$ cat src/rtl/block_dropper.sv
// block_dropper: falling-block source for the stacking game.
// Picks a pseudo-random column and colour from a free-running LFSR, drops the
// block at a tick-divided rate, and respawns it on a catch or when it reaches
// the floor. All outputs are registered.

module block_dropper #(
  parameter int          SCREEN_W  = 640,
  parameter int          BLOCK_W   = 30,
  parameter int          SPAWN_Y   = 0,
  parameter int          FLOOR_Y   = 470,
  parameter int          TICK_BITS = 18,
  parameter logic [15:0] SEED      = 16'hACE1
) (
  input  logic       clk,
  input  logic       rst,
  input  logic       enable,
  input  logic [1:0] speed,
  input  logic       caught,
  output logic [9:0] fall_x,
  output logic [9:0] fall_y,
  output logic [1:0] fall_color,
  output logic       falling,
  output logic       miss,
  output logic [7:0] drops
);

  // Rightmost legal left edge; assumed to lie in 511..1023 so that a single
  // wrap-around subtraction folds any 10-bit value into 0..X_MAX.
  localparam int         X_MAX     = SCREEN_W - BLOCK_W;
  localparam logic [9:0] X_MAX_V   = 10'(X_MAX);
  localparam logic [9:0] SPAWN_Y_V = 10'(SPAWN_Y);
  localparam logic [9:0] FLOOR_Y_V = 10'(FLOOR_Y);
  localparam logic [10:0] FLOOR_Y_W = 11'(FLOOR_Y);

  typedef enum logic [2:0] {
    ST_IDLE,
    ST_SPAWN,
    ST_FALL,
    ST_CLEAR,
    ST_MISS
  } state_t;

  state_t               state_q, state_d;
  logic [15:0]          lfsr_q, lfsr_d;
  logic [TICK_BITS-1:0] div_q, div_d;
  logic [9:0]           fall_x_q, fall_x_d;
  logic [9:0]           fall_y_q, fall_y_d;
  logic [1:0]           fall_color_q, fall_color_d;
  logic                 falling_q, falling_d;
  logic                 miss_q, miss_d;
  logic [7:0]           drops_q, drops_d;

  logic                 tick;
  logic [10:0]          ny;
  logic                 floor_hit;

  // Fold a raw 10-bit random value into the legal column range.
  function automatic logic [9:0] map_column(input logic [9:0] r);
    if (r > X_MAX_V) begin
      return r - X_MAX_V - 10'd1;
    end
    return r;
  endfunction

  // Colour 00 is reserved for background, so it is remapped to 01.
  function automatic logic [1:0] map_colour(input logic [1:0] c);
    if (c == 2'b00) begin
      return 2'b01;
    end
    return c;
  endfunction

  // Saturate the widened next-y sum at the floor.
  function automatic logic [9:0] clamp_floor(input logic [10:0] sum);
    if (sum >= FLOOR_Y_W) begin
      return FLOOR_Y_V;
    end
    return sum[9:0];
  endfunction

  // Next-state logic: free-running LFSR and divider, then the drop FSM.
  always_comb begin
    lfsr_d       = {lfsr_q[14:0], lfsr_q[15] ^ lfsr_q[13] ^ lfsr_q[12] ^ lfsr_q[10]};
    div_d        = div_q + TICK_BITS'(1);
    tick         = &div_q;
    // 11-bit sum so a step from near 1023 cannot wrap before the floor test.
    ny           = {1'b0, fall_y_q} + {9'd0, speed} + 11'd1;
    floor_hit    = (ny >= FLOOR_Y_W);

    state_d      = state_q;
    fall_x_d     = fall_x_q;
    fall_y_d     = fall_y_q;
    fall_color_d = fall_color_q;
    drops_d      = drops_q;

    if (!enable) begin
      // Abandon the current block silently: no miss, no count change.
      state_d  = ST_IDLE;
      fall_y_d = SPAWN_Y_V;
    end else begin
      case (state_q)
        ST_IDLE: begin
          state_d = ST_SPAWN;
        end
        ST_SPAWN: begin
          fall_x_d     = map_column(lfsr_q[9:0]);
          fall_color_d = map_colour(lfsr_q[11:10]);
          fall_y_d     = SPAWN_Y_V;
          drops_d      = drops_q + 8'd1;
          state_d      = ST_FALL;
        end
        ST_FALL: begin
          // A catch freezes the block where it is, even on a tick cycle.
          if (caught) begin
            state_d = ST_CLEAR;
          end else if (tick) begin
            fall_y_d = clamp_floor(ny);
            if (floor_hit) begin
              state_d = ST_MISS;
            end
          end
        end
        ST_CLEAR: begin
          state_d = ST_SPAWN;
        end
        ST_MISS: begin
          state_d = ST_SPAWN;
        end
        default: begin
          state_d = ST_IDLE;
        end
      endcase
    end

    // Status flags are registered copies of the state being entered.
    falling_d = (state_d == ST_FALL);
    miss_d    = (state_d == ST_MISS);
  end

  // State and output registers.
  always_ff @(posedge clk or posedge rst) begin
    if (rst) begin
      state_q      <= ST_IDLE;
      lfsr_q       <= SEED;
      div_q        <= '0;
      fall_x_q     <= 10'd0;
      fall_y_q     <= SPAWN_Y_V;
      fall_color_q <= 2'b01;
      falling_q    <= 1'b0;
      miss_q       <= 1'b0;
      drops_q      <= 8'd0;
    end else begin
      state_q      <= state_d;
      lfsr_q       <= lfsr_d;
      div_q        <= div_d;
      fall_x_q     <= fall_x_d;
      fall_y_q     <= fall_y_d;
      fall_color_q <= fall_color_d;
      falling_q    <= falling_d;
      miss_q       <= miss_d;
      drops_q      <= drops_d;
    end
  end

  assign fall_x     = fall_x_q;
  assign fall_y     = fall_y_q;
  assign fall_color = fall_color_q;
  assign falling    = falling_q;
  assign miss       = miss_q;
  assign drops      = drops_q;

endmodule

$ cat config.mk
export PLATFORM = sky130hd
export DESIGN_NAME = block_dropper
export DESIGN_NICKNAME = d
export VERILOG_FILES = /design/src/rtl/block_dropper.sv
export SDC_FILE = /design/constraint.sdc
export NUM_CORES = 1
export LEC_CHECK = 0
export BUFFER_PORTS_ARGS = -buffer_cell sky130_fd_sc_hd__buf_2
export CORE_MARGIN = 1.5
export CORE_UTILIZATION = 30
export DETAILED_ROUTE_END_ITERATION = 12
export GPL_ROUTABILITY_DRIVEN = 0
export PLACE_DENSITY = 0.48
export SYNTH_ARGS = -nofsm -noshare
export SYNTH_HDL_FRONTEND = slang
export SYNTH_SLANG_ARGS = --single-unit
$ cat constraint.sdc
create_clock -name clk -period 3.17 [get_ports clk]
set_input_delay 0.951 -clock clk [delete_from_list [all_inputs] [get_ports clk]]
set_output_delay 0.951 -clock clk [all_outputs]
set_load 0.05 [all_outputs]
; ---- After elaboration in Yosys (flattened, before gate mapping)
; Cells that the tools add are included.
; W data, S select, Z words.
[word_totals]
output_inout_bits = 32
wordCells = 61
ff_bits = 69
[op_classes]
bitwise = 3
n_lt_le_gt_ge = 2
mux = 26
reduce_logical = 6
n_eq_ne = 9
n_addsub = 6
[op_table]
columns = op, count
row1 = $mux W10, 7
row2 = $pmux W10 S2, 1
row3 = $add A18 B1 Y18 const B, 1
row4 = $reduce_and A18 Y1, 1
row5 = $mux W3, 4
row6 = $add A10 B2 Y11, 1
row7 = $add A11 B1 Y11 const B, 1
row8 = $ge A11 B9 Y1 const B, 1
row9 = $mux W1, 11
row10 = $gt A10 B10 Y1 const B, 1
row11 = $sub A10 B1 Y10 const B, 1
row12 = $sub A10 B10 Y10 const B, 1
row13 = $eq A3 B2 Y1 const B, 3
row14 = $pmux W3 S3, 1
row15 = $add A8 B1 Y8 const B, 1
row16 = $eq A3 B3 Y1 const B, 2
row17 = $ne A3 B3 Y1 const B, 2
row18 = $mux W2, 2
row19 = $eq A3 B1 Y1 const B, 1
row20 = $logic_not A3 Y1, 1
row21 = $ne A3 B1 Y1 const B, 1
row22 = $reduce_and A3 Y1, 1
row23 = $reduce_or A3 Y1, 1
row24 = $xor A1 B1 Y1, 3
row25 = other kinds (2), 2

; ---- Depth between registers and ports, before layout
; Gate-level depths: netlist (run 1).
[logic_depth]
word_depth = 13
mapped_depth = 11
mapped_depth_nobuf = 10

; ---- Least setup slack after synthesis (run 1)
; Ideal clock, no wire load.
[synth_timing]
path_type = input-to-reg
start = input speed[0]
end = register fall_y_q[0], in the netlist fall_y[0]
arrival_time_ps = 2836
t_required_ps = 3078
cell_stages = 11
slack_ps = 242
setup_time_ps = 92
n_path_buf = 1
path_cell_list = inv_1 ha_1 inv_1 fa_1 buf_4 a21oi_1 o21bai_1 a221oi_2 o22ai_2 a21bo_1 o31ai_2
[synth_via]
elab_chain_len = 13
[synth_rtl]
columns = item, line
row1 = start: declaration, 17  ; input logic [1:0] speed,
row2 = $add A10 B2 Y11 (*), 87  ; ny = {1'b0, fall_y_q} + {9'd0, speed} + 11'd1;
row3 = $add A11 B1 Y11 (*), 87
row4 = $ge A11 B9 Y1, 75  ; if (sum >= FLOOR_Y_W) begin
row5 = $mux W1, 75
row6 = $mux W1, 116  ; end else if (tick) begin
row7 = $mux W1, 114  ; if (caught) begin
row8 = $mux W1, 101  ; case (state_q)
row9 = $mux W1, 96  ; if (!enable) begin
row10 = $mux W10 (*), 78  ; return sum[9:0];
row11 = $mux W10 (*), 116
row12 = $mux W10 (*), 114
row13 = $pmux W10 S2 (*), 101
row14 = $mux W10 (*), 96
row15 = end signal: assignment, 157  ; fall_y_q <= fall_y_d;
row16 = end: declaration, 47  ; logic [9:0] fall_y_q, fall_y_d;
; Every way passes the cells marked *; elsewhere a longest branch is shown, timed or not. The select of a mux whose other input is x is not followed.
; A chain may end at the register's enable or synchronous reset.

; ---- Worst setup path after layout (run 1)
[layout_timing]
start = input speed[0]
end = register falling_q, in the netlist falling
[layout_via]
elab_chain_len = 9
[layout_rtl]
columns = item, line
row1 = $add A10 B2 Y11, 87
row2 = $add A11 B1 Y11, 87
row3 = $ge A11 B9 Y1, 88  ; floor_hit = (ny >= FLOOR_Y_W);
row4 = $mux W3, 118  ; if (floor_hit) begin
row5 = $mux W3, 116
row6 = $mux W3, 114
row7 = $pmux W3 S3, 101
row8 = $mux W3, 96
row9 = $eq A3 B2 Y1, 136  ; falling_d = (state_d == ST_FALL);
row10 = named net falling_d, 49  ; logic falling_q, falling_d;
row11 = end signal: assignment, 159  ; falling_q <= falling_d;
row12 = end: declaration, 49
; The timed path passes the listed nets, and every way through them passes these cells.

==> impl_metrics.csv, run 1 <==
group,metric,value,unit
timing,relSlewSlack,71.30,%
synth,ys_ff_latch,69,
cts,clk_latency,0.35,ns
synth,synth_most_common_cell,"dfrtp_1",
route,drtIter0Drc,87,
cells_and_area,drive_gt1_share,26.05,%
cts,htreeDepth,3,
cts,clock_sinks,69,
synth,yosysSeqAreaShare,53.00,%
setup_path,critPathBufInv,3,
setup_path,cpMaxStageDelayCell,"fa_1",
setup_path,crit_family,"compound AO/OA/AOI/OAI gates",
setup_path,r2r_setup_slack,0.68,ns
route,wl_per_cell,13.59,µm
setup_path,cpPeakStageDelay,0.49,ns
cts,post-cts-setup-buffer-count,0,
synth,ys_async_sr_fraction,100.0,%
route,vias,2350,
cells_and_area,fin_nets,365,
cts,cts_tree,"yes",
worst_hold_path,hold_start,"lfsr_q[14]$_DFF_PP0_",
synth,synth_flop_cell,"dfrtp_1",
synth,synth_area,3279,µm²
cells_and_area,area.growth.synth_to_final,16.71,%
setup_path,crit_top_cell,"inv_1",
placed_design,dp_hpwl,4637,µm
setup_path,path_cells,"buf_2 > inv_1 > ha_1 > inv_1 > fa_1 > a21oi_1 > o21bai_1 > a221oi_2 > o22ai_2 > a21bo_1 > a211oi_2",
setup_path,worstPathRequired,3.44,ns
synth,synth.distinct_cells,56,
cts,path_clk_slew,0.08,ns
synth,postSynthAreaPerCell,10.72,µm²
global_routing,globalRouteTotalUtil,12.41,%
setup_path,startpoint_type,"primary input",
die,fp.dieW,107.6,µm
die,fp.dieArea,11570,µm²
global_routing,grt_max_degree,58,
placed_design,dp_slack,0.03244,ns
setup_path,critPathCaptureType,"flop",
synth,synth_top_area_cell,"dfrtp_1",
power,p_int,1.359,mW
synth,synth_top_area_share,45.78,%
setup_path,critPathMaxFanout,7,
synth,synth_area_leaders,"dfrtp_1 (46%), dfstp_2 (7.2%), xnor2_1 (6.9%)",
power,switchingPower,0.7267,mW
setup_path,regToRegEndpoint,"falling$_DFF_PP0_",
power,peakVddDrop,219.5,µV
cts,cts.root.buffer_cell,"clkbuf_8",
cts,cts_buffer_depth,2,
route,wl,6702,µm
timing,fmax,360.4,MHz
power,pwr-share-seq,48.0,%
timing,skew,0.01561,ns
timing,setup_viol,0,
timing,slew_violations,0,
synth,ys_warn_count,0,
setup_path,cp.depth,11,
die,core-area,10460,µm²
global_routing,antenna_found_initial,0,
route,ant_nets,0,
global_routing,grt_pass1_vias,2306,
die,start_util,31.34,%
die,std_cell_rows,37,
cells_and_area,diodes,0,
timing,min_period_over_period,87.52,%
synth,synth_cells,306,
route,via_per_inst,4.767,
setup_path,path_class,"primary input to flop",
timing,fin_ws,0.3956,ns
timing,layout_min_cycle_time,2.774,ns
placed_design,port-buffer-count,37,
timing,hold_viol_final,0,
route,dr.pass1.iters,4,
synth,syn_nets,319,
cts,post_cts_resized,0,
cells_and_area,fillers,1096,
die,dieHeight,107.6,µm
cts,cts_hold_buf,0,
route,drc_errors,0,
cells_and_area,final_util,36.58,%
power,clockPowerShare,31.2,%
cts,cts-buffers-inserted,9,
setup_path,rr_worst_depth,10,
synth,synth.top_cells.by_count,"dfrtp_1 (60), nand2_1 (27), xnor2_1 (26)",
synth,synth-edff-count,0,
global_routing,grt_pass1_wl,11150,µm
timing,rsz0062_at_grt,"no",
power,cellLeakagePower,1.724,nW
power,combPwrFrac,20.8,%
power,power_per_cell_area,545.0,nW/µm²
die,pin_count,38,
setup_path,cp.arrival,3.05,ns
worst_hold_path,whs_endpoint,"lfsr_q[15]$_DFF_PP1_",
run_status,status,"complete, no violations",
power,switching_share,34.84,%
timing,fin_tns_setup,0,ns
setup_path,r2r_start,"fall_y[0]$_DFFE_PP0P_",
worst_hold_path,min_path_cells,0,
timing,worst_pin_slew,0.4305,ns
flow_run,maxCapViolCount,0,
global_routing,overflow,0,
worst_hold_path,hold_path_class,"flop to flop",
==> how the worst max path moves through the flow <==
stage	startpoint	to	slack [ns]
3_3_place_gp	speed[0]	fall_y[0]$_DFFE_PP0P_	0.1
5_1_grt	speed[0]	falling$_DFF_PP0_	0.23
4_1_cts	speed[0]	falling$_DFF_PP0_	0.40
6_report	speed[0]	falling$_DFF_PP0_	0.40
3_5_place_dp	speed[0]	falling$_DFF_PP0_	0.03
2_1_floorplan	speed[0]	fall_y[0]$_DFFE_PP0P_	0.24
==> power by group through the flow <==
stage / clock network, mW / logic (mW) / registers [mW]
3_3_place_gp: 0 / 0.438 / 1.02
3_5_place_dp: 0 / 0.440 / 1.02
5_1_grt: 0.714 / 0.465 / 1.01
4_1_cts: 0.678 / 0.440 / 1.00
2_1_floorplan: 0 / 0.114 / 1.23
6_report: 0.650 / 0.434 / 1.00
==> kinds of logic after synthesis <==
logic type	Yosys count	share of synthesized area [%]
buffers and inverters	22	3.090
AO/OA/AOI/OAI	63	12.86
multiplexers	4	1.450
adder cells (fa/ha/maj)	7	2.900
XOR/XNOR	33	8.814
AND/OR/NAND/NOR	108	17.89
flip-flops	69	53.00
==> final cells by class <==
cell class | instances | area, µm² | area share, %
clock inverter | 5 | 35.03 | 0.9153
tap | 136 | 170.2 | 4.446
multi-input combinational | 215 | 1440 | 37.63
inverter | 12 | 45.04 | 1.177
sequential | 69 | 1738 | 45.41
clock buffer | 11 | 141.4 | 3.694
timing repair buffer | 45 | 257.7 | 6.734
==> per-layer routing <==
metal / track usage, % / vias to the layer above / wire [µm]
met3: 3.511 / 10 / 258
met1: 17.10 / 1137 / 3343
met4: 5.263 / 0 / 127
met5: 0 / - / 0
li1: - / 1165 / -
met2: 18.20 / 38 / 2973
==> registers in the layout, indices dropped and copies added (netlist names) <==
name        cells
div_q          18
lfsr_q         16
fall_x         10
fall_y         10
drops           8
state_q         3
fall_color      2
falling         1
miss            1
==> layout by cell type (no fill, tap or decap), types with 3 or more instances in the layout <==
master     n
a21oi_1   21
clkbuf_8  10
nor4_1     3
or2_2      3
buf_4      7
and3_1     5
buf_2     37
dfrtp_1   60
dfstp_2    9
nor2_1    21
xnor2_1   26
xor2_1     7
nand2_1   27
nand2b_1   4
and4_1     4
nand3_1   12
o21ai_0   17
inv_1     10
nor2b_1    5
nand4_1    5
ha_1       6
mux2_2     3
and2_1     5
==> through the flow <==
stage | cells | power (mW) | hold WS [ns] | area (µm²)
after detailed placement | 477 | 1.461 | 0.3496 | 3651
after floorplan | 306 | 1.348 | 0.3330 | 3279
after CTS | 493 | 2.123 | 0.3639 | 3827
after global placement | 477 | 1.458 | 0.3365 | 3651
final | 493 | 2.086 | 0.3571 | 3827
after global routing | 493 | 2.192 | 0.3750 | 3827
Note: power is estimated with default switching activity, not from simulation.
==> run 2: changes to the inputs <==
- PLACE_DENSITY: 0.48 -> 0.49
- clock period: 3.17 -> 2.3 ns (I/O delays scaled with it)
==> run 2 against run 1 <==
Net effect: the run now ends with negative setup slack left; critical path type unchanged; critical path depth is the same; clock power grew 54%; count of clock-buffer cells in the layout is the same; non-clock buffer count grew 27.
==> impl_metrics.csv, run 2 (synthesized netlist as in run 1, its figures left out) <==
group,metric,value,unit
cts,clk_latency,0.34,ns
timing,fin_tns_setup,-0.1111,ns
cts,path_clk_slew,0.08,ns
route,wl,7013,µm
timing,worst_pin_slew,0.6305,ns
global_routing,grt_max_degree,25,
route,drtIter0Drc,130,
cts,cts_hold_buf,0,
global_routing,globalRouteTotalUtil,13.43,%
cells_and_area,area.growth.synth_to_final,26.82,%
cts,cts_tree,"yes",
die,fp.dieArea,11570,µm²
cells_and_area,reg.largest.list,"div_q: 18 flops, lfsr_q: 16 flops",
timing,min_period_over_period,101.9,%
cts,clock_sinks,69,
setup_path,path_class,"primary input to flop",
setup_path,cp.arrival,2.59,ns
cells_and_area,final_common_cell,"dfrtp_1",
worst_hold_path,hold_path_class,"flop to flop",
timing,slew_violations,0,
route,drc_errors,0,
placed_design,dp_cells,503,
power,peakVddDrop,321.0,µV
route,ant_nets,0,
die,start_util,31.34,%
route,wl_per_cell,13.49,µm
die,dieHeight,107.6,µm
placed_design,dp_slack,-0.4783,ns
cells_and_area,stdcell_count,520,
cells_and_area,final_util,39.75,%
setup_path,worstPathRequired,2.55,ns
timing,hold_viol_final,0,
setup_path,rr_worst_depth,10,
run_status,status,"finished, violations left",
setup_path,r2r_start,"fall_y[0]$_DFFE_PP0P_",
setup_path,startpoint_type,"primary input",
timing,rsz0062_at_grt,"yes",
die,core-area,10460,µm²
run_status,failed_checks,"negative setup slack",
setup_path,r2r_setup_slack,-0.01,ns
route,via_per_inst,4.679,
placed_design,dp_hpwl,4978,µm
global_routing,grt_pass1_vias,2472,
setup_path,endpoint,"fall_y[0]$_DFFE_PP0P_",
timing,fin_ws,-0.04328,ns
timing,setup_viol,5,
setup_path,crit_start,"speed[0]",
cells_and_area,largest-register,"div_q",
cells_and_area,drive_gt1_share,35.16,%
cells_and_area,multiInputGateArea,1499,µm²
cts,cts_buffer_depth,2,
timing,layout_min_cycle_time,2.343,ns
timing,relSlewSlack,57.72,%
cells_and_area,diodes,0,
power,cellLeakagePower,1.863,nW
global_routing,overflow,0,
setup_path,critPathMaxFanout,6,
timing,fmax,426.8,MHz
cells_and_area,fillers,1078,
power,power_per_cell_area,721.1,nW/µm²
route,dr.pass1.iters,4,
global_routing,grt_pass1_wl,12190,µm
cells_and_area,fin_nets,392,
cells_and_area,ff_latch_area,1740,µm²
global_routing,antenna_found_initial,0,
die,std_cell_rows,37,
power,power,2.999,mW
cts,cts-buffers-inserted,9,
setup_path,critPathCaptureType,"flop",
die,fp.dieW,107.6,µm
cts,cts.root.buffer_cell,"clkbuf_8",
cells_and_area,final_cell_mix,"dfrtp_1 (58), buf_2 (36), buf_4 (32), nand2_1 (27), xnor2_1 (26)",
timing,skew,0.01368,ns
placed_design,port-buffer-count,37,
die,pin_count,38,
flow_run,maxCapViolCount,0,
cells_and_area,largest_reg_flops,18,
setup_path,regToRegEndpoint,"fall_y[0]$_DFFE_PP0P_",
cts,htreeDepth,3,
route,vias,2433,
## run 2: how the worst min path moves through the flow
stage                                end  cells past startpoint  slack (ns)                  from
floorplan           lfsr_q[15]$_DFF_PP1_                      0        0.33  lfsr_q[14]$_DFF_PP0_
global placement    lfsr_q[15]$_DFF_PP1_                      0        0.34  lfsr_q[14]$_DFF_PP0_
detailed placement  lfsr_q[15]$_DFF_PP1_                      0        0.35  lfsr_q[14]$_DFF_PP0_
CTS                 lfsr_q[15]$_DFF_PP1_                      0        0.37  lfsr_q[14]$_DFF_PP0_
global route        lfsr_q[15]$_DFF_PP1_                      0        0.37  lfsr_q[14]$_DFF_PP0_
finish              lfsr_q[15]$_DFF_PP1_                      0        0.37  lfsr_q[14]$_DFF_PP0_
## run 2: layout make-up
| cell class | count | share of cell area [%] |
|---|---|---|
| repair buffers | 72 | 11.70 |
| clock buffers | 11 | 3.400 |
| multi-input cells | 215 | 36.04 |
| inverters | 12 | 1.474 |
| well taps | 136 | 4.091 |
| clock inverters | 5 | 1.444 |
| flip-flops and latches | 69 | 41.85 |
## run 2: metrics by stage
| step | hold slack (ns) | area [µm²] |
|---|---|---|
| final | 0.3681 | 4159 |
| after global routing | 0.3727 | 4159 |
| after CTS | 0.3690 | 4120 |
| after detailed placement | 0.3470 | 3896 |
| after global placement | 0.3366 | 3896 |
| after floorplan | 0.3330 | 3321 |
## run 2: critical path, stage by stage
cell and delay [ns]:
buf_8 0.09, inv_12 0.03, ha_4 0.14, inv_2 0.04, fa_2 0.46, a21oi_2 0.15
o21bai_1 0.08, a221oi_2 0.29, o22ai_2 0.16, a21bo_2 0.26, o31ai_2 0.20
## run 2: routing by layer
metal | vias to the layer above | GRT usage (%) | part of all wire, %
met4 | 0 | 5.545 | 2.1
met1 | 1168 | 18.32 | 49
li1 | 1215 | - | -
met3 | 13 | 3.027 | 2.9
met5 | - | 0 | 0
met2 | 37 | 20.56 | 46
## run 2: repair_timing
item	CTS	global route
setup endpoints to repair	12	13
buffers inserted	1	0
pin swaps	7	7
resized for setup	5	10
## run 2: report_power, final
group	leakage (nW)	internal [mW]	switching [mW]
sequential	0.886	1.30	0.0760
clock	0.0995	0.533	0.466
combinational	0.877	0.165	0.456
